File: config.mk
export PLATFORM = sky130hd
export DESIGN_NAME = reg_file_mp
export DESIGN_NICKNAME = d
export VERILOG_FILES = /design/src/rtl/reg_file_mp.sv
export SDC_FILE = /design/constraint.sdc
export NUM_CORES = 2
export LEC_CHECK = 0
export BUFFER_PORTS_ARGS = -buffer_cell sky130_fd_sc_hd__buf_2
export CAP_MARGIN = 15
export CORE_UTILIZATION = 28
export CTS_CLUSTER_DIAMETER = 120
export CTS_CLUSTER_SIZE = 25
export DETAILED_ROUTE_END_ITERATION = 8
export SLEW_MARGIN = 15
export SYNTH_ARGS = -nofsm -noshare
export SYNTH_HDL_FRONTEND = slang
export SYNTH_SLANG_ARGS = --single-unit
File: constraint.sdc
create_clock -name clock -period 1.6 [get_ports clock]
set_input_delay 0.16 -clock clock [delete_from_list [all_inputs] [get_ports clock]]
set_output_delay 0.16 -clock clock [all_outputs]
set_load 0.03 [all_outputs]
File: src/rtl/reg_file_mp.sv
// reg_file_mp: parametrised multi-port register file (NUM_RD read ports, NUM_WR write ports).
// Reads are registered with one cycle of latency and a per-port valid flag.
// Entry 0 can be hardwired to zero (ZERO_REG). Among write ports aimed at the same
// address, the highest port index wins.
// Optional feature: define REGFILE_BYPASS_EN to forward same-cycle write data to reads
// (write-first). Without it, a same-cycle read returns the old contents (read-first).
module reg_file_mp #(
  parameter int DATA_W   = 32,
  parameter int ADDR_W   = 5,
  parameter int NUM_RD   = 2,
  parameter int NUM_WR   = 1,
  parameter int ZERO_REG = 1,
  parameter int INIT_IDX = 1
) (
  input  logic                     clock,
  input  logic                     resetn,
  input  logic [NUM_RD-1:0]        rd_en,
  input  logic [NUM_RD*ADDR_W-1:0] rd_addr,
  output logic [NUM_RD*DATA_W-1:0] rd_data,
  output logic [NUM_RD-1:0]        rd_valid,
  input  logic [NUM_WR-1:0]        wr_en,
  input  logic [NUM_WR*ADDR_W-1:0] wr_addr,
  input  logic [NUM_WR*DATA_W-1:0] wr_data
);

  localparam int DEPTH = 1 << ADDR_W;

  // Storage array and the registered read stage.
  logic [DATA_W-1:0]        r_mem [DEPTH];
  logic [NUM_RD*DATA_W-1:0] r_rd_data_p1;
  logic [NUM_RD-1:0]        r_vld_p1;

  // Combinational read value, before it is captured into the output register.
  logic [NUM_RD*DATA_W-1:0] w_rd_data_p0;

  // Reset contents of entry idx. Entry 0 is zero either way, which also
  // covers ZERO_REG=1.
  function automatic logic [DATA_W-1:0] init_val(input int idx);
    if (INIT_IDX != 0) return DATA_W'(idx);
    return '0;
  endfunction

  // True when a write to this address must be dropped because of the zero register.
  function automatic logic is_zero_addr(input logic [ADDR_W-1:0] addr);
    return (ZERO_REG != 0) && (addr == '0);
  endfunction

  // Write ports: apply in ascending port order so the highest enabled index lands last.
  always_ff @(posedge clock or negedge resetn) begin
    if (!resetn) begin
      for (int i = 0; i < DEPTH; i++) begin
        r_mem[i] <= init_val(i);
      end
    end else begin
      for (int w = 0; w < NUM_WR; w++) begin
        if (wr_en[w] && !is_zero_addr(wr_addr[w*ADDR_W +: ADDR_W])) begin
          r_mem[wr_addr[w*ADDR_W +: ADDR_W]] <= wr_data[w*DATA_W +: DATA_W];
        end
      end
    end
  end

  // Read select: array lookup, optional same-cycle forwarding, then zero-register override.
  always_comb begin
    w_rd_data_p0 = '0;
    for (int p = 0; p < NUM_RD; p++) begin
      w_rd_data_p0[p*DATA_W +: DATA_W] = r_mem[rd_addr[p*ADDR_W +: ADDR_W]];
`ifdef REGFILE_BYPASS_EN
      // Ascending scan means the highest matching write port is forwarded.
      for (int w = 0; w < NUM_WR; w++) begin
        if (wr_en[w] && (wr_addr[w*ADDR_W +: ADDR_W] == rd_addr[p*ADDR_W +: ADDR_W])) begin
          w_rd_data_p0[p*DATA_W +: DATA_W] = wr_data[w*DATA_W +: DATA_W];
        end
      end
`endif
      // Entry 0 reads as zero even when it is being written this cycle.
      if (is_zero_addr(rd_addr[p*ADDR_W +: ADDR_W])) begin
        w_rd_data_p0[p*DATA_W +: DATA_W] = '0;
      end
    end
  end

  // ---- stage p0 -> p1: read data and valid are captured together ----
  // Idle ports keep their last data and drop valid. Reset clears both at once.
  always_ff @(posedge clock or negedge resetn) begin
    if (!resetn) begin
      r_rd_data_p1 <= '0;
      r_vld_p1     <= '0;
    end else begin
      r_vld_p1 <= rd_en;
      for (int p = 0; p < NUM_RD; p++) begin
        if (rd_en[p]) begin
          r_rd_data_p1[p*DATA_W +: DATA_W] <= w_rd_data_p0[p*DATA_W +: DATA_W];
        end
      end
    end
  end

  assign rd_data  = r_rd_data_p1;
  assign rd_valid = r_vld_p1;

endmodule

==> metrics <==
syn nets=4053; PD cells=1040 nW/um^2; via count=39500; port buffer count=117; dominant cell type by area after synthesis=dfrtp_1; Tcrit/Tclk final=109%; critical path type=flop to flop; final RePlAce weighted congestion=0.863; reg-to-reg startpoint=r_mem[190]$_DFFE_PN0P_; Async S/R FF share, synth=100%; status=complete, but fails checks; antenna-violating nets left=0; hold slack=66.6 ps; nets=4573; fraction of the mapped netlist area in compound gates=5.10%; area share of and/or/nand/nor cells after synthesis=2.64%; Synth Cell Area=57500 sq um; Initial Util=28.3%; Yosys cell types=55; synth cell count leaders=mux2_2 (1056), dfrtp_1 (1010), mux4_2 (408); violated checks=negative setup slack; Die W=455 microns; met3 wire len=11100 microns; top cells by area, synth=dfrtp_1 (44%), mux2_2 (21%), mux4_2 (16%); CP endpoint kind=flop; CTS tree=built; MaxCap Viol Count=0; CTS Buf Count=49; Setup crit start kind=flop; Hold Crit Depth=5; Die ar.=207000 sq um; Post-DP Area=68000 sq um; Seq/Total Area, Yosys=47.6%; first-pass GRT wire length=305000 microns; Final Hold Viols=0; H-tree depth=2; headroom to the max-slew limit=48.8%; row count=165; Yosys top cell area share=44.0%; Clock Path Buffers=3; grt ovf=0; cell with the most instances after synthesis=mux2_2; dpl cells=7080; layout cell share with drive strength beyond 1=58.8%; multiplexer share of the synthesized area=41.2%; gr usage total=20.0%; setup_tns=-2290 ps; VDD IR max=0.890 mV; detailed-route DRC error count=0; Synth Register Bits=1090; die height=455 microns; Syn Area/Cell=14.4 sq um; Critical Path RT=2200 ps; Post-Layout Cell Count=7238; final wirelength=209000 microns; core footprint=203000 sq um; Post-DP HPWL=147000 microns; P_leak=30.4 nW; uppermost layer routed=met5; largest net degree at the start of global routing=87; number of enable flip-flop cells after synthesis=0; Worst-path clk slew=110 ps; Iter 0 DRT Violations=3226; Crit. Startpoint=r_mem[190]$_DFFE_PN0P_; Boundary Pins=118; number of global-route vias before repair=41200; CTS root buf=clkbuf_16; routed wl met2=103000 microns; M1 wire length=85300 microns; synth-to-layout area growth=22.9%; worst-skew pair later-pin latency=700 ps; number of vias per cell=5.46; Design Area, Final=70700 sq um; Routed wire per std cell=28.8 microns; Final Slew Violations=0; unrepaired setup endpoints after global routing=true; cell depth of the worst flop-to-flop path=4; start point of the worst hold path=rd_addr[7]; Max Clk Rate=0.575 GHz; largest family of logic cells by synthesized area=multiplexers; Hold Path Class=input port to flop; minimum clock period=1740 ps; DRT Pass-1 Iters=7; Synth Area in Adders=0%; total clock sinks=1090; CP arrival=2340 ps; crit-path max FO=2; Worst Max-Slew Pin Slew=767 ps; initial antenna violation count=16; ys flop type=dfrtp_1; Worst Skew=17.3 ps; Final setup viols=59; Ys Warns=0; Cells after Synth=4001; xor and xnor fraction of the mapped netlist area=0%; final setup margin=-140 ps
==> path summary, 6_finish.rpt <==
check	to	slack (ps)
setup / recovery	rd_data[62]$_DFFE_PN0P_	-140
max in group asynchronous	r_mem[870]$_DFFE_PN0P_	580
hold / removal	rd_data[62]$_DFFE_PN0P_	70
hold reg to reg	r_mem[1020]$_DFFE_PN0P_	410
setup reg to reg	rd_data[62]$_DFFE_PN0P_	-140
min in group asynchronous	r_mem[546]$_DFFE_PN1P_	170
==> report_power, final <==
part / internal, mW / total (mW) / switching, mW
logic: 12.5 / 21.3 / 8.79
registers: 33.0 / 36.9 / 3.93
clock network: 6.10 / 15.6 / 9.48
==> critical path, stage by stage (launching register included) <==
cell and delay, ps:
dfrtp_1 430, mux4_2 470, mux4_2 510, nor3b_2 170, nor4_1 70
==> sequential cells by signal (all words and copies together) (netlist names) <==
name / flops
rd_valid: 2
r_mem: 1024
rd_data: 64
==> kinds of logic (layout without fill, tap and decap cells) <==
logic type             Yosys count  in the layout
AO/OA/AOI/OAI                  435            435
buffers and inverters          443           1003
flip-flops                    1090           1090
multiplexers                  1723           1723
other                            0              5
AND/OR/NAND/NOR                310            310
==> cell usage in the layout, fill, tap and decap left out, types with 11 or more instances in the layout <==
| cell type | n |
|---|---|
| buf_2 | 72 |
| o22ai_1 | 82 |
| o211ai_1 | 12 |
| nand3_1 | 19 |
| dfrtp_1 | 995 |
| nor2_4 | 16 |
| a22oi_2 | 14 |
| nand2_2 | 19 |
| a22oi_1 | 15 |
| buf_6 | 33 |
| buf_4 | 620 |
| a211oi_2 | 14 |
| a21oi_1 | 69 |
| a31oi_1 | 13 |
| a2111oi_4 | 35 |
| nand2_1 | 58 |
| mux2i_1 | 234 |
| nor2_1 | 70 |
| nand2b_1 | 26 |
| mux2_1 | 14 |
| nor3_1 | 11 |
| o21ai_0 | 56 |
| a211o_1 | 37 |
| nor2b_1 | 41 |
| dfrtp_2 | 15 |
| clkbuf_16 | 50 |
| a21oi_2 | 15 |
| buf_12 | 165 |
| mux4_2 | 408 |
| clkbuf_1 | 37 |
| dfstp_2 | 80 |
| mux2_2 | 1021 |
| mux2_4 | 35 |
==> layout make-up <==
| class | count | area (sq um) |
|---|---|---|
| fillers | 19600 | 132000 |
| multi-input cells | 2468 | 29600 |
| flip-flops and latches | 1090 | 27400 |
| repair buffers | 904 | 8880 |
| well taps | 2672 | 3340 |
| clock buffers | 89 | 1420 |
| inverters | 8 | 31.3 |
| clock inverters | 2 | 17.5 |
| diodes | 5 | 12.5 |
==> per-layer routing <==
metal	vias up	GRT usage [%]
met5	-	0
met4	10	7.83
met3	366	2.78
met2	1303	34.0
met1	21500	25.8
li1	16400	-
==> timing repair <==
action / in CTS / in global routing
resized for setup: 144 / 44
pin swaps: 49 / 34
setup endpoints to repair: 104 / 71
buffers inserted: 45 / 15
hold buffers: 4 / 0
endpoints found under the hold margin: 985 / 0
==> per-stage QoR <==
step / utilization [%] / setup slack, ps / power (mW)
final: 34.8 / -140 / 73.8
after global routing: 34.8 / -176 / 77.1
after CTS: 34.6 / -140 / 73.9
after detailed placement: 33.5 / -559 / 57.6
after global placement: 33.5 / -562 / 56.9
after floorplan: - / -256 / 49.2
Power figures use the tool's default switching activity.
